File: src/rtl/alu_pkg.sv
// ---------------------------------------------------------------------------
// alu_pkg
// Shared definitions for the sequential ALU: operation codes, the controller
// state type and the default operand width.
// No ports; imported by seq_alu and seq_muldiv.
// ---------------------------------------------------------------------------
package alu_pkg;

   localparam int DEFAULT_WIDTH = 8;

   // Operation codes presented on the 4-bit op input; 13-15 are reserved.
   typedef enum logic [3:0] {
      OP_AND  = 4'd0,
      OP_OR   = 4'd1,
      OP_XOR  = 4'd2,
      OP_XNOR = 4'd3,
      OP_NAND = 4'd4,
      OP_NOR  = 4'd5,
      OP_NOT  = 4'd6,
      OP_SHL  = 4'd7,
      OP_SHR  = 4'd8,
      OP_ADD  = 4'd9,
      OP_SUB  = 4'd10,
      OP_MUL  = 4'd11,
      OP_DIV  = 4'd12
   } op_e;

   // Controller states: idle, or running the iterative engine.
   typedef enum logic [1:0] {
      IDLE = 2'd0,
      MUL  = 2'd1,
      DIV  = 2'd2
   } state_e;

endpackage

File: src/rtl/seq_muldiv.sv
// ---------------------------------------------------------------------------
// seq_muldiv
// Iterative unsigned engine: shift-add multiply (mode=0) or restoring
// divide (mode=1), one iteration per clock, WIDTH iterations per operation.
// Ports:
//   clk, rst_n  clock and asynchronous active-low reset
//   load        capture a/b/mode and start a new operation
//   mode        0 = multiply, 1 = divide
//   a, b        operands (multiplier/multiplicand, dividend/divisor)
//   step_done   high during the cycle whose iteration is the last one
//   hi, lo      value after the current iteration: high/low product,
//               or remainder/quotient
// ---------------------------------------------------------------------------
module seq_muldiv
   import alu_pkg::*;
#(
   parameter int WIDTH = DEFAULT_WIDTH
) (
   input  logic             clk,
   input  logic             rst_n,
   input  logic             load,
   input  logic             mode,
   input  logic [WIDTH-1:0] a,
   input  logic [WIDTH-1:0] b,
   output logic             step_done,
   output logic [WIDTH-1:0] hi,
   output logic [WIDTH-1:0] lo
);

   localparam int SHW = $clog2(WIDTH);
   localparam logic [SHW-1:0] LAST_STEP = SHW'(WIDTH - 1);

   logic [WIDTH-1:0] acc_hi;
   logic [WIDTH-1:0] acc_lo;
   logic [WIDTH-1:0] operand_b;
   logic             mode_r;
   logic             active;
   logic [SHW-1:0]   count;

   logic [WIDTH:0]   add_sum;
   logic [WIDTH:0]   shifted;
   logic             fits;
   logic [WIDTH-1:0] trial;

   // One iteration of either algorithm. hi/lo expose the post-iteration
   // value so the controller can capture the final result on the same edge
   // that performs the last iteration.
   // Multiply: conditionally add b into the high half, then shift the
   // whole {carry,hi,lo} right by one; after WIDTH steps {hi,lo} = a*b.
   // Divide: shift the next dividend bit into the partial remainder and
   // subtract the divisor when it fits; trial only needs WIDTH bits because
   // a fitting difference is always smaller than the divisor.
   always_comb begin
      add_sum = {1'b0, acc_hi} + (acc_lo[0] ? {1'b0, operand_b} : '0);
      shifted = {acc_hi, acc_lo[WIDTH-1]};
      fits    = (shifted >= {1'b0, operand_b});
      trial   = shifted[WIDTH-1:0] - operand_b;
      if (mode_r) begin
         hi = fits ? trial : shifted[WIDTH-1:0];
         lo = {acc_lo[WIDTH-2:0], fits};
      end else begin
         hi = add_sum[WIDTH:1];
         lo = {add_sum[0], acc_lo[WIDTH-1:1]};
      end
      step_done = active && (count == LAST_STEP);
   end

   // Engine state: load primes the accumulators, then each active cycle
   // commits one iteration until the last one has been taken.
   always_ff @(posedge clk or negedge rst_n) begin
      if (!rst_n) begin
         acc_hi    <= '0;
         acc_lo    <= '0;
         operand_b <= '0;
         mode_r    <= 1'b0;
         active    <= 1'b0;
         count     <= '0;
      end else if (load) begin
         acc_hi    <= '0;
         acc_lo    <= a;
         operand_b <= b;
         mode_r    <= mode;
         active    <= 1'b1;
         count     <= '0;
      end else if (active) begin
         acc_hi <= hi;
         acc_lo <= lo;
         count  <= count + 1'b1;
         if (step_done) begin
            active <= 1'b0;
         end
      end
   end

endmodule

File: src/rtl/seq_alu.sv
// ---------------------------------------------------------------------------
// seq_alu
// Clocked ALU with a start/done handshake. Logic, shift, add and subtract
// (plus divide-by-zero and reserved codes) complete one cycle after accept;
// multiply and divide run WIDTH iterations in seq_muldiv.
// Ports:
//   clk, rst_n    clock and asynchronous active-low reset
//   start         request, sampled only while busy=0
//   op            operation code (alu_pkg::op_e)
//   a, b          operands, latched on accept
//   carry_in      ADD carry input
//   busy          iterative operation in progress
//   done          one-cycle pulse when the result outputs update
//   result        primary result (low product, quotient)
//   result_hi     high product or remainder, otherwise 0
//   carry_out     ADD carry, or SUB no-borrow, otherwise 0
//   valid         0 for divide-by-zero or reserved op
// ---------------------------------------------------------------------------
module seq_alu
   import alu_pkg::*;
#(
   parameter int WIDTH = DEFAULT_WIDTH
) (
   input  logic             clk,
   input  logic             rst_n,
   input  logic             start,
   input  logic [3:0]       op,
   input  logic [WIDTH-1:0] a,
   input  logic [WIDTH-1:0] b,
   input  logic             carry_in,
   output logic             busy,
   output logic             done,
   output logic [WIDTH-1:0] result,
   output logic [WIDTH-1:0] result_hi,
   output logic             carry_out,
   output logic             valid
);

   localparam int SHW = $clog2(WIDTH);

   state_e           state;
   state_e           next_state;
   logic             eng_load;
   logic             take_single;
   logic             take_iter;
   logic             step_done;
   logic [WIDTH-1:0] eng_hi;
   logic [WIDTH-1:0] eng_lo;

   logic [WIDTH-1:0] res_c;
   logic [WIDTH-1:0] hi_c;
   logic             cout_c;
   logic             valid_c;
   logic [WIDTH:0]   sub_diff;

   seq_muldiv #(.WIDTH(WIDTH)) u_muldiv (
      .clk       (clk),
      .rst_n     (rst_n),
      .load      (eng_load),
      .mode      (op == OP_DIV),
      .a         (a),
      .b         (b),
      .step_done (step_done),
      .hi        (eng_hi),
      .lo        (eng_lo)
   );

   assign busy = (state != IDLE);

   // Controller state register.
   always_ff @(posedge clk or negedge rst_n) begin
      if (!rst_n) begin
         state <= IDLE;
      end else begin
         state <= next_state;
      end
   end

   // Next state and capture strobes. Divide by zero never enters DIV: it is
   // answered directly by the single-cycle path.
   always_comb begin
      next_state  = state;
      eng_load    = 1'b0;
      take_single = 1'b0;
      take_iter   = 1'b0;
      case (state)
         IDLE: begin
            if (start) begin
               if (op == OP_MUL) begin
                  next_state = MUL;
                  eng_load   = 1'b1;
               end else if (op == OP_DIV && b != '0) begin
                  next_state = DIV;
                  eng_load   = 1'b1;
               end else begin
                  take_single = 1'b1;
               end
            end
         end
         MUL, DIV: begin
            if (step_done) begin
               next_state = IDLE;
               take_iter  = 1'b1;
            end
         end
         default: next_state = IDLE;
      endcase
   end

   // Single-cycle datapath. The DIV entry is only ever captured with b=0.
   always_comb begin
      res_c    = '0;
      hi_c     = '0;
      cout_c   = 1'b0;
      valid_c  = 1'b1;
      sub_diff = {1'b0, a} - {1'b0, b};
      case (op)
         OP_AND:  res_c = a & b;
         OP_OR:   res_c = a | b;
         OP_XOR:  res_c = a ^ b;
         OP_XNOR: res_c = ~(a ^ b);
         OP_NAND: res_c = ~(a & b);
         OP_NOR:  res_c = ~(a | b);
         OP_NOT:  res_c = ~a;
         OP_SHL:  res_c = a << b[SHW-1:0];
         OP_SHR:  res_c = a >> b[SHW-1:0];
         OP_ADD:  {cout_c, res_c} = {1'b0, a} + {1'b0, b} + {{WIDTH{1'b0}}, carry_in};
         OP_SUB: begin
            res_c  = sub_diff[WIDTH-1:0];
            cout_c = ~sub_diff[WIDTH];
         end
         OP_MUL:  res_c = '0;
         OP_DIV: begin
            res_c   = '1;
            hi_c    = a;
            valid_c = 1'b0;
         end
         default: valid_c = 1'b0;
      endcase
   end

   // Result registers: they only change on a completion and otherwise hold.
   always_ff @(posedge clk or negedge rst_n) begin
      if (!rst_n) begin
         done      <= 1'b0;
         result    <= '0;
         result_hi <= '0;
         carry_out <= 1'b0;
         valid     <= 1'b0;
      end else begin
         done <= take_single | take_iter;
         if (take_single) begin
            result    <= res_c;
            result_hi <= hi_c;
            carry_out <= cout_c;
            valid     <= valid_c;
         end else if (take_iter) begin
            result    <= eng_lo;
            result_hi <= eng_hi;
            carry_out <= 1'b0;
            valid     <= 1'b1;
         end
      end
   end

endmodule

File: config.mk
export PLATFORM = sky130hd
export DESIGN_NAME = seq_alu
export DESIGN_NICKNAME = d
export VERILOG_FILES = /design/src/rtl/alu_pkg.sv /design/src/rtl/seq_muldiv.sv /design/src/rtl/seq_alu.sv
export SDC_FILE = /design/constraint.sdc
export NUM_CORES = 1
export LEC_CHECK = 0
export ABC_CLOCK_PERIOD_IN_PS = 2500
export CAP_MARGIN = 20
export CORE_MARGIN = 2
export CORE_UTILIZATION = 60
export CTS_CLUSTER_SIZE = 12
export DETAILED_ROUTE_END_ITERATION = 8
export PLACE_DENSITY = 0.82
export RECOVER_POWER = 50
export REMOVE_ABC_BUFFERS = 1
export SYNTH_ARGS = -nofsm -noshare
export SYNTH_HDL_FRONTEND = slang
export SYNTH_SLANG_ARGS = --single-unit
export TNS_END_PERCENT = 20
File: constraint.sdc
create_clock -name clk -period 2.5 [get_ports clk]
set_clock_uncertainty 0.05 [all_clocks]
set_input_delay 0.375 -clock clk [delete_from_list [all_inputs] [get_ports clk]]
set_output_delay 0.375 -clock clk [all_outputs]
set_load 0.05 [all_outputs]
## After elaboration in Yosys (flattened, before gate mapping)

Cells that the tools add are included.

- Memory bits (writable): 0
- Bits in latches: 0
- Bits in registers: 50
- ROM bits: 0
- Logic and storage cells: 99
- Memories kept: 0
- Input port bits: 24

- Eq/ne operators: 18
- Bitwise gates (word level): 9
- Mux-type cells: 40
- Add/subtract/negate cells: 6
- Multiply operators: 0
- Magnitude comparators: 1
- Reductions and logical operators: 11
- Div/mod/pow operators: 0
- Shift-type cells: 2

Operator list:

| cell | number |
|---|---|
| 2-to-1 mux 8 bit | 13 |
| case mux 8 bit (12 select lines) | 1 |
| inverter 8 bit | 4 |
| == test 4 bit (second input constant) | 5 |
| 2-to-1 mux 1 bit | 18 |
| == test 4 x 3 -> 1 bit (second input constant) | 4 |
| OR reduction 12 bit | 1 |
| adder 8 x 8 -> 9 bit | 1 |
| adder 8 x 9 -> 9 bit | 1 |
| adder 9 x 1 -> 9 bit | 1 |
| greater-or-equal comparator 9 x 8 -> 1 bit | 1 |
| subtractor 8 x 8 -> 9 bit | 1 |
| AND 8 bit | 1 |
| == test 4 x 2 -> 1 bit (second input constant) | 2 |
| 2-to-1 mux 2 bit | 4 |
| bitwise OR 8 bit | 1 |
| nonzero test 8 bit | 1 |
| left shift 8 x 3 -> 8 bit | 1 |
| >> shifter 8 x 3 -> 8 bit | 1 |
| subtractor 8 bit | 1 |
| bitwise XOR 8 bit | 1 |
| 2-to-1 mux 3 bit | 2 |
| nonzero test 2 bit | 3 |
| == test 4 x 1 -> 1 bit (second input constant) | 1 |
| other kinds (15) | 17 |

## Longest topological paths before layout

Gate-level depths: netlist of run 1.

- Depth after elaboration: 7
- Mapped depth: 10

## Cells and area by module

From an unflattened synthesis of run 1, not the netlist that was laid out.

- Cells, all modules: 669
- Area, all modules: 5408.9 um^2

Modules (own cells, without submodules):

| module | area each (um^2) | cells each | times used | seq. area each (um^2) |
|---|---|---|---|---|
| seq_alu | 3155.5 | 409 | 1 | 525.5 |
| seq_muldiv | 2253.4 | 260 | 1 | 725.7 |

## Worst setup path before layout of run 1

OpenSTA, ideal clock, no wires.

- Path type: input port to flip-flop
- Start: input b[2]
- End: register result[7]
- Cell stages on the path: 10
- Path buffers: 2
- Slack: 0.087 ns
- Arrival time: 2.237 ns
- Library setup time: 0.126 ns
- Path through: buf_2 > inv_1 > ha_1 > buf_2 > or3_1 > o2111ai_2 > a21oi_1 > o21bai_1 > xnor2_1 > a221o_1

- Word-level cells in the longest chain between the ends: 7
- Elaborated cells between the ends (all ways): 14
- Classes of those cells: add/sub: 3; shift: 2; mux: 6; reduce/logical: 3

Ends and longest elaborated chain:

| element | line | source |
|---|---|---|
| start, declared | seq_alu.sv:29 | `input logic [WIDTH-1:0] b,` |
| branches (longest 7 deep; another with adder 8 x 8 -> 9 bit) | - |  |
| end signal, assigned | seq_alu.sv:153 | `result <= res_c;` |
| end signal, assigned | seq_alu.sv:158 | `result <= eng_lo;` |
| end, declared | seq_alu.sv:33 | `output logic [WIDTH-1:0] result,` |

Several ways; the timed one is not identified.
A chain may end at the register's enable or synchronous reset.

## Worst setup path after layout of run 1

- Start: register u_muldiv.acc_lo[0]
- End: register result_hi[5]

- Word-level cells in the longest chain between the ends: 5

Ends and longest elaborated chain:

| element | line | source |
|---|---|---|
| start, declared | seq_muldiv.sv:34 | `logic [WIDTH-1:0] acc_lo;` |
| start signal, assigned | seq_muldiv.sv:87 | `acc_lo <= lo;` |
| 2-to-1 mux 8 bit | seq_muldiv.sv:54 | `add_sum = {1'b0, acc_hi} + (acc_lo[0] ? {1'b0, operand_b} : '0);` |
| adder 8 x 9 -> 9 bit | seq_muldiv.sv:54 |  |
| 2-to-1 mux 8 bit | seq_muldiv.sv:58 | `if (mode_r) begin` |
| 2-to-1 mux 8 bit | seq_alu.sv:157 | `end else if (take_iter) begin` |
| 2-to-1 mux 8 bit | seq_alu.sv:152 | `if (take_single) begin` |
| end signal, assigned | seq_alu.sv:154 | `result_hi <= hi_c;` |
| end signal, assigned | seq_alu.sv:159 | `result_hi <= eng_hi;` |
| end, declared | seq_alu.sv:34 | `output logic [WIDTH-1:0] result_hi,` |

No other way between the ends. The select of a mux whose other input is x is not followed.

==> results.ini, run 1 <==
[finish]
diodes = 0
layout.nets = 912
fin_cells = 949
fill_cells = 628
register_area_sq_um = 1250
drive_above_1_share_pct = 25.3
multi_input_area_sq_um = 3920
design_area_sq_um = 7180
areaGrowthSynthToFinish_pct = 30.0

[timing]
tns_ns = 0
rsz0062_at_grt = true
max_freq_mhz = 402
setup_viol = 0
min_period_over_period_pct = 99.6
drv_slew = 0
worstMarginPinSlew_ns = 1.26
finalHoldViolCount = 0
fin_ws_ns = 0.00968
slew_headroom_pct = 15.7
final.min_clock_period_ns = 2.49

[placed_design]
post-place-cells = 942
dp_hpwl_mm = 16.3
io_buffer_count = 43
place_area_sq_um = 7020
gp_congestion = 1.05
dp_slack_ns = -0.569

[die]
coreArea_sq_um = 9060
start_util_pct = 60.9
dieArea_sq_um = 9980
die_x_um = 99.9
rows = 35
die_y_um = 99.9
pin_count = 44

[power]
power.density_nw_per_um2 = 993
peakVddDrop_mv = 0.554
leakagePower_nw = 3.27

[detailed_routing]
routed.top_layer = met4
dr_total_vias = 6281
met1Wirelength_mm = 7.53
ant_nets = 0
first_pass_iters = 6
wl_per_cell_um = 21.8
initialDrtViolationCount = 679
drc = 0
wirelength_mm = 20.7
via_per_inst = 6.62
met3_length_mm = 1.67
met2WireLength_mm = 10.3

[yosys]
synth_ff_type = dfrtp_1
avgSynthCellArea_sq_um = 8.11
syn_inst = 681
ys_warn_count = 0
syn-cell-area_sq_um = 5520
ys_seq_elements = 50
synth_edf_count = 0
synth.distinct_cells = 82
async_reset_ff_share_pct = 100
seq_area_frac_synth_pct = 22.7

[clocking]
cts.sinks = 50
clk_pin_slew_ns = 0.09
cts_buffers = 5
htree_num_levels = 2
cts_tree = built
postCtsHoldBufs = 0
cts_buffer_depth = 2
clock_latency_ns = 0.31
clock-root-buffer = clkbuf_8

[setup_path]
critPathArrivalTime_ns = 2.65
crit_type = flip-flop to flip-flop
crit_path_start_kind = flip-flop
required_ns = 2.66
end_kind = flip-flop
cp_max_fo = 6

[flow_run]
drv_cap = 0

[global_route]
grt_pass1_vias = 6265
grt_pass1_wl_mm = 32.9
grt_overflow = 0
grt_max_degree = 51
antenna_found_initial = 0
track_usage_pct = 42.1

[worst_hold_path]
worstHoldPathType = primary input to asynchronous set/reset pin

[run_status]
status = completed

layer usage:
metal	vias up	GRT usage (%)
met5	-	0
met4	0	23.2
met3	93	5.01
met2	402	74.5
met1	2984	49.6
li1	2802	-
cell families after synthesis:
| logic type | count (synthesis) | synth area share [%] |
|---|---|---|
| AO/OA/AOI/OAI | 221 | 28.1 |
| AND/OR/NAND/NOR | 214 | 19.7 |
| buffers and inverters | 96 | 7.80 |
| adder cells (fa/ha/maj) | 50 | 12.0 |
| flip-flops | 50 | 22.7 |
| multiplexers | 32 | 6.87 |
| XOR/XNOR | 18 | 2.86 |
Yosys cell counts, types with 6 or more instances:
| cell type | instances | area (sq um) |
|---|---|---|
| a211oi_1 | 12 | 90.1 |
| a21o_1 | 10 | 75.1 |
| a21oi_1 | 34 | 170 |
| a22oi_1 | 7 | 52.6 |
| a31oi_1 | 13 | 81.3 |
| and2_1 | 11 | 68.8 |
| and3_1 | 9 | 56.3 |
| buf_1 | 6 | 22.5 |
| buf_2 | 17 | 85.1 |
| clkbuf_1 | 15 | 56.3 |
| dfrtp_1 | 50 | 1250 |
| ha_1 | 45 | 563 |
| inv_1 | 49 | 184 |
| mux2_2 | 6 | 67.6 |
| mux2i_1 | 21 | 210 |
| nand2_1 | 61 | 229 |
| nand2b_1 | 16 | 100 |
| nand3_1 | 22 | 110 |
| nor2_1 | 40 | 150 |
| nor2b_1 | 9 | 56.3 |
| nor3_1 | 17 | 85.1 |
| nor4_1 | 6 | 37.5 |
| o211ai_1 | 8 | 60.1 |
| o211ai_2 | 7 | 87.6 |
| o21ai_0 | 44 | 220 |
| o21ai_2 | 8 | 70.1 |
| o22ai_1 | 16 | 100 |
| o31ai_1 | 8 | 60.1 |
| xnor2_1 | 11 | 96.3 |
| xor2_1 | 7 | 61.3 |
per-stage QoR:
stage | hold slack [ns] | utilization (%) | total power [mW]
after floorplan | 0.0294 | - | 4.56
after detailed placement | 0.468 | 77.4 | 6.35
after global placement | 0.434 | 77.4 | 6.13
final | 0.370 | 79.2 | 7.13
after CTS | 0.143 | 78.4 | 6.85
after global routing | 0.480 | 79.2 | 7.54
registers in the layout, indices dropped and copies added, names as in the netlist:
name,cells
carry_out,1
valid,1
result,8
u_muldiv.acc_lo,8
result_hi,8
u_muldiv.operand_b,8
done,1
u_muldiv.count,3
u_muldiv.mode_r,1
state,2
u_muldiv.acc_hi,8
u_muldiv.active,1
critical path, stage by stage, from the launching register on:
cell and delay [ns]:
dfrtp_1 0.49, and2_1 0.20, ha_1 0.22, fa_1 0.41
nand2_1 0.12, a21oi_2 0.10, o31a_1 0.29, a21oi_1 0.16
o22ai_1 0.16, o211ai_1 0.21
worst paths after layout:
check                              startpoint            endpoint  slack [ns]  cells after the start
max                        u_muldiv.acc_lo[0]        result_hi[5]        0.01                      9
min                                     rst_n            state[1]        0.37                      2
max reg2reg                u_muldiv.acc_lo[0]        result_hi[5]        0.01                      9
min reg2reg                          state[0]            state[0]        0.49                      1
max in group asynchronous               rst_n  u_muldiv.acc_hi[0]        1.27                      2
min in group clk                     state[0]            state[0]        0.49                      1
layout by cell type, fill, tap and decap left out, types with 13 or more instances in the layout:
cell | synthesis | final
o22ai_1 | 16 | 16
nand3_1 | 22 | 22
nand2_1 | 61 | 61
nand2b_1 | 16 | 15
a31oi_1 | 13 | 13
clkdlybuf4s50_1 | 0 | 33
nor3_1 | 17 | 17
ha_1 | 45 | 45
o21ai_0 | 44 | 43
a21oi_1 | 34 | 33
inv_1 | 49 | 48
nor2_1 | 40 | 40
mux2i_1 | 21 | 20
buf_4 | 3 | 150
dfrtp_1 | 50 | 50
power by group:
group	internal, mW	switching, mW	leakage (nW)
clock network	0.193	0.270	0.0373
logic	2.12	3.08	2.62
registers	1.16	0.304	0.612
area by class of cell:
class / count / share of cell area [%]
clock buffers: 6 / 1.01
clock inverters: 1 / 0.105
inverters: 50 / 2.61
multi-input cells: 535 / 54.6
flip-flops and latches: 50 / 17.4
well taps: 111 / 1.93
repair buffers: 196 / 22.3
repair_timing:
action,CTS,global route
pin swaps,0,3
setup buffers,0,0
hold endpoints to repair,0,0
resized for setup,5,17
setup endpoints to repair,2,25
Power figures use the tool's default switching activity.
==> run 2: changes to the inputs <==
- SKIP_LAST_GASP: unset -> 1
==> results.ini, run 2 (same netlist as run 1, synthesis figures left out) <==
[flow_run]
drv_cap = 0  ; unchanged

[placed_design]
gp_congestion = 1.05  ; unchanged
dp_slack_ns = -0.569  ; unchanged
dp_hpwl_mm = 16.3  ; unchanged
post-place-cells = 942  ; unchanged
place_area_sq_um = 7020  ; unchanged
io_buffer_count = 43  ; unchanged

[power]
combinationalPowerShare_pct = 72.7  ; -0.2 points
leakagePower_nw = 3.26  ; -0.16%
pwr-share-seq_pct = 20.8  ; +0.2 points
power.density_nw_per_um2 = 992  ; -0.14%
clock_power_share_pct = 6.5  ; about the same
netSwitchingFraction_pct = 51.1  ; -0.093 points
peakVddDrop_mv = 0.524  ; -5.3%
p_int_mw = 3.47  ; -0.14%
p_switching_mw = 3.63  ; -0.51%

[finish]
mostFrequentLayoutCell = buf_4
layout.nets = 912  ; unchanged
layout_common_cells = buf_4, nand2_1, dfrtp_1
final_util_pct = 79.0  ; -0.15 points
drive_above_1_share_pct = 24.7  ; -0.60 points
diodes = 0  ; unchanged
areaGrowthSynthToFinish_pct = 29.8
fill_cells = 633  ; +0.80%
design_area_sq_um = 7160  ; -0.19%
fin_cells = 949  ; unchanged

[timing]
setup_viol = 1  ; +1
rsz0062_at_grt = true
max_freq_mhz = 394  ; -1.9%
final.min_clock_period_ns = 2.54  ; +0.0471 ns
min_period_over_period_pct = 101  ; +1.9 points
drv_slew = 0  ; unchanged
fin_ws_ns = -0.0374  ; -0.0471 ns
worstMarginPinSlew_ns = 1.26  ; -0.000272 ns
slew_headroom_pct = 15.7  ; +0.018 points
finalHoldViolCount = 0  ; unchanged

[detailed_routing]
initialDrtViolationCount = 523  ; -23%
wirelength_mm = 20.8  ; +0.58%
via_per_inst = 6.65  ; +0.51%
dr_total_vias = 6313  ; +0.51%
wl_per_cell_um = 21.9  ; +0.58%
drc = 0  ; unchanged
first_pass_iters = 6  ; unchanged
ant_nets = 0  ; unchanged

[global_route]
track_usage_pct = 42.2  ; +0.074 points
antenna_found_initial = 0  ; unchanged
grt_max_degree = 51  ; unchanged
grt_overflow = 0  ; unchanged
grt_pass1_vias = 6265  ; unchanged
grt_pass1_wl_mm = 33.0  ; +0.23%

[clocking]
cts_setup_buffers = 0  ; unchanged
cts_buffer_depth = 2  ; unchanged
cts_tree = built
cts_buffers = 5  ; unchanged
htree_num_levels = 2  ; unchanged
cts.sinks = 50  ; unchanged
clock_latency_ns = 0.31  ; about the same
postCtsHoldBufs = 0  ; unchanged
clock-root-buffer = clkbuf_8
clk_pin_slew_ns = 0.09  ; about the same

[setup_path]
required_ns = 2.67  ; about the same
critPathArrivalTime_ns = 2.71  ; +0.06 ns
rrSetupSlack_ns = -0.04  ; -0.05 ns
rr_worst_depth = 9  ; unchanged
crit_type = flip-flop to flip-flop
end_kind = flip-flop
cp_max_fo = 6  ; unchanged
crit_path_start_kind = flip-flop

[run_status]
violations = setup timing
status = finished, violations left

[die]
coreArea_sq_um = 9060  ; unchanged
start_util_pct = 60.9  ; unchanged
die_y_um = 99.9  ; unchanged
rows = 35  ; unchanged
die_x_um = 99.9  ; unchanged
pin_count = 44  ; unchanged
dieArea_sq_um = 9980  ; unchanged

[worst_hold_path]
worstHoldPathType = primary input to asynchronous set/reset pin

## run 2: cell types whose count changed in the layout (fill, tap and decap cells not counted), sizes merged
cell,delta
dlygate4sd3,-2
clkdlybuf4s50,+2
## run 2: critical path, stage by stage, from the launching register on
cell and delay, ns:
dfrtp_1 0.51, and2_1 0.19, ha_1 0.20, fa_1 0.22, nand2_1 0.08, a21oi_1 0.34
o31a_1 0.23, nor4_2 0.06, a2111o_1 0.38, o211ai_1 0.17
## run 2: area by class of cell
| type | instances | area (sq um) | share of cell area, % |
|---|---|---|---|
| Tap cell | 111 | 139 | 1.94 |
| Sequential cell | 50 | 1250 | 17.5 |
| Timing Repair Buffer | 196 | 1600 | 22.4 |
| Clock inverter | 1 | 7.51 | 0.105 |
| Clock buffer | 6 | 72.6 | 1.01 |
| Multi-Input combinational cell | 535 | 3910 | 54.5 |
| Inverter | 50 | 188 | 2.62 |
## run 2: what timing repair did
item / 4_1_cts / 5_1_grt
resized for setup: 4 / 13
setup endpoints to repair: 2 / 25
cloned: 0 / 0
pin swaps: 0 / 1
## run 2: final timing paths
check                                   startpoint                 end
worst min register to register            state[0]            state[0]
worst max register to register  u_muldiv.acc_lo[0]        result_hi[7]
worst min-delay path                         rst_n            state[1]
min in group clk                          state[0]            state[0]
max in group asynchronous                    rst_n  u_muldiv.acc_hi[0]
worst max-delay path            u_muldiv.acc_lo[0]        result_hi[7]
## run 2: power by group through the flow
stage                     clock (mW)  sequential, mW  combinational [mW]
after CTS                      0.463            1.45                4.94
after global routing           0.495            1.49                5.53
after global placement             0            1.44                4.69
after floorplan                    0            1.86                2.70
final                          0.464            1.48                5.17
after detailed placement           0            1.46                4.89
## run 2: metal layers
metal  up-vias  share of wire (%)  wire (um)  track usage [%]
li1       2806                  -          -                -
met1      2982                 36       7490             49.5
met2       420                 49      10200             74.1
met3       105                8.5       1770             5.71
met4         0                6.4       1330             23.8
met5         -                  0          0                0
## run 2: through the flow
stage / TNS (ns) / hold WS [ns] / power (mW)
finish: -0.0374 / 0.366 / 7.10
floorplan: 0 / 0.0294 / 4.56
global route: -0.350 / 0.482 / 7.52
global placement: -3.03 / 0.434 / 6.13
detailed placement: -4.76 / 0.468 / 6.35
CTS: -0.00193 / 0.143 / 6.85
==> run 3: changes to the inputs <==
- CORE_UTILIZATION: 60 -> 25
- PLACE_DENSITY: 0.82 -> unset
- RECOVER_POWER: 50 -> unset
==> results.ini, run 3 (same netlist as run 1, synthesis figures left out) <==
[setup_path]
crit_cells = 9  ; unchanged
critPathArrivalTime_ns = 2.58  ; -0.13 ns
cp.buffers_inverters = 4  ; +4
rrSetupSlack_ns = 0.05  ; +0.09 ns
critPathSlowestCell = clkdlybuf4s50_1
cp_max_fo = 9  ; +3
crit_family = buffers and inverters
end_kind = flip-flop
crit_chain = clkdlybuf4s50_1 > buf_4 > nor4_1 > buf_4 > a21boi_4 > nor3_4 > buf_4 > a211oi_1 > a221o_1
slowest_delay_ns = 0.51  ; about the same
required_ns = 2.63  ; -0.04 ns
crit_type = primary input to flip-flop
crit_path_start_kind = primary input
cp_common_cell = buf_4
rr_worst_depth = 8  ; -1

[timing]
tns_ns = 0  ; +0.0374 ns
slew_headroom_pct = 54.5  ; +39 points
fin_ws_ns = 0.0488  ; +0.0862 ns
drv_slew = 0  ; unchanged
max_freq_mhz = 408  ; +3.5%
finalHoldViolCount = 0  ; unchanged
setup_viol = 0  ; -1
min_period_over_period_pct = 98.0  ; -3.4 points
final.min_clock_period_ns = 2.45  ; -0.0862 ns
rsz0062_at_grt = true
worstMarginPinSlew_ns = 0.683  ; -0.581 ns
worst_hold_slack_ns = 0.128  ; -0.238 ns

[power]
power.density_nw_per_um2 = 982  ; -0.95%
peakVddDrop_mv = 0.500  ; -4.7%
leakagePower_nw = 3.31  ; +1.6%
power_mw = 7.40  ; +4.1%

[finish]
fill_cells = 2324  ; +270%
final_util_pct = 34.6  ; -44 points
layout.nets = 916  ; +0.44%
design_area_sq_um = 7530  ; +5.1%
mostFrequentLayoutCell = buf_4
layout_common_cells = buf_4, nand2_1, dfrtp_1
diodes = 0  ; unchanged
drive_above_1_share_pct = 26.3  ; +1.6 points
areaGrowthSynthToFinish_pct = 36.4
fin_cells = 1123  ; +18%

[detailed_routing]
initialDrtViolationCount = 445  ; -15%
via_per_inst = 5.15  ; -23%
dr_total_vias = 5783  ; -8.4%
wirelength_mm = 20.0  ; -3.6%
first_pass_iters = 5  ; -1
drc = 0  ; unchanged
wl_per_cell_um = 17.8  ; -19%
ant_nets = 0  ; unchanged

[run_status]
status = completed

[die]
pin_count = 44  ; unchanged
die_y_um = 153  ; +53%
start_util_pct = 25.4  ; -36 points
rows = 54  ; +54%
die_x_um = 153  ; +53%
coreArea_sq_um = 21800  ; +140%
dieArea_sq_um = 23300  ; +130%

[clocking]
clock-root-buffer = clkbuf_16
postCtsHoldBufs = 0  ; unchanged
cts_tree = built
htree_num_levels = 2  ; unchanged
cts_buffers = 5  ; unchanged
clock_latency_ns = 0.30  ; about the same
cts_buffer_depth = 2  ; unchanged
cts.sinks = 50  ; unchanged
clk_pin_slew_ns = 0.07  ; -0.02 ns

[global_route]
grt_max_degree = 51  ; unchanged
grt_overflow = 0  ; unchanged
antenna_found_initial = 0  ; unchanged
track_usage_pct = 16.9  ; -25 points
grt_pass1_vias = 5596  ; -11%
grt_pass1_wl_mm = 31.6  ; -4.1%

[flow_run]
drv_cap = 0  ; unchanged

[placed_design]
gp_congestion = 0.946  ; -10%
post-place-cells = 1114  ; +18%
dp_slack_ns = -0.589  ; -0.0197 ns
io_buffer_count = 43  ; unchanged
place_area_sq_um = 7250  ; +3.3%
dp_hpwl_mm = 16.3  ; about the same

[worst_hold_path]
worstHoldPathType = primary input to asynchronous set/reset pin

-- run 3: layout make-up --
type                       instances  area (sq um)  share of cell area (%)
timing repair buffer             200          1640                    21.8
inverter                          50           188                    2.49
sequential                        50          1250                    16.6
multi-input combinational        535          3930                    52.2
tap                              280           350                    4.65
clock inverter                     3          45.0                   0.598
clock buffer                       5           125                    1.66
-- run 3: per-layer routing --
layer / GRT usage, % / part of all wire (%)
met3: 1.42 / 5.0
met1: 23.0 / 45
met2: 28.8 / 48
met4: 4.89 / 2.4
met5: 0 / 0
-- run 3: worst reg2reg max path: cells and delay by family, from the launching register on --
kind | cells | cell delay [ns]
AND/OR/NAND/NOR | 1 | 0.05
flip-flops | 1 | 0.43
adder cells (fa/ha/maj) | 1 | 0.41
buffers and inverters | 1 | 0.14
AO/OA/AOI/OAI | 5 | 1.24
-- run 3: where the power goes --
| part | internal (mW) | switching, mW |
|---|---|---|
| clock | 0.473 | 0.328 |
| sequential | 1.17 | 0.284 |
| combinational | 2.23 | 2.91 |
| total | 3.87 | 3.52 |
-- run 3: what timing repair did --
item	in CTS	in global routing
pin swaps	2	4
buffers inserted	0	1
resized for setup	10	21
setup endpoints to repair	5	10
-- run 3: final timing paths --
path | startpoint | to
max reg2reg | u_muldiv.acc_hi[2] | u_muldiv.acc_hi[7]
max in group asynchronous | rst_n | carry_out
min in group clk | state[1] | state[1]
min | rst_n | state[1]
max | b[5] | result[7]
min reg2reg | state[1] | state[1]
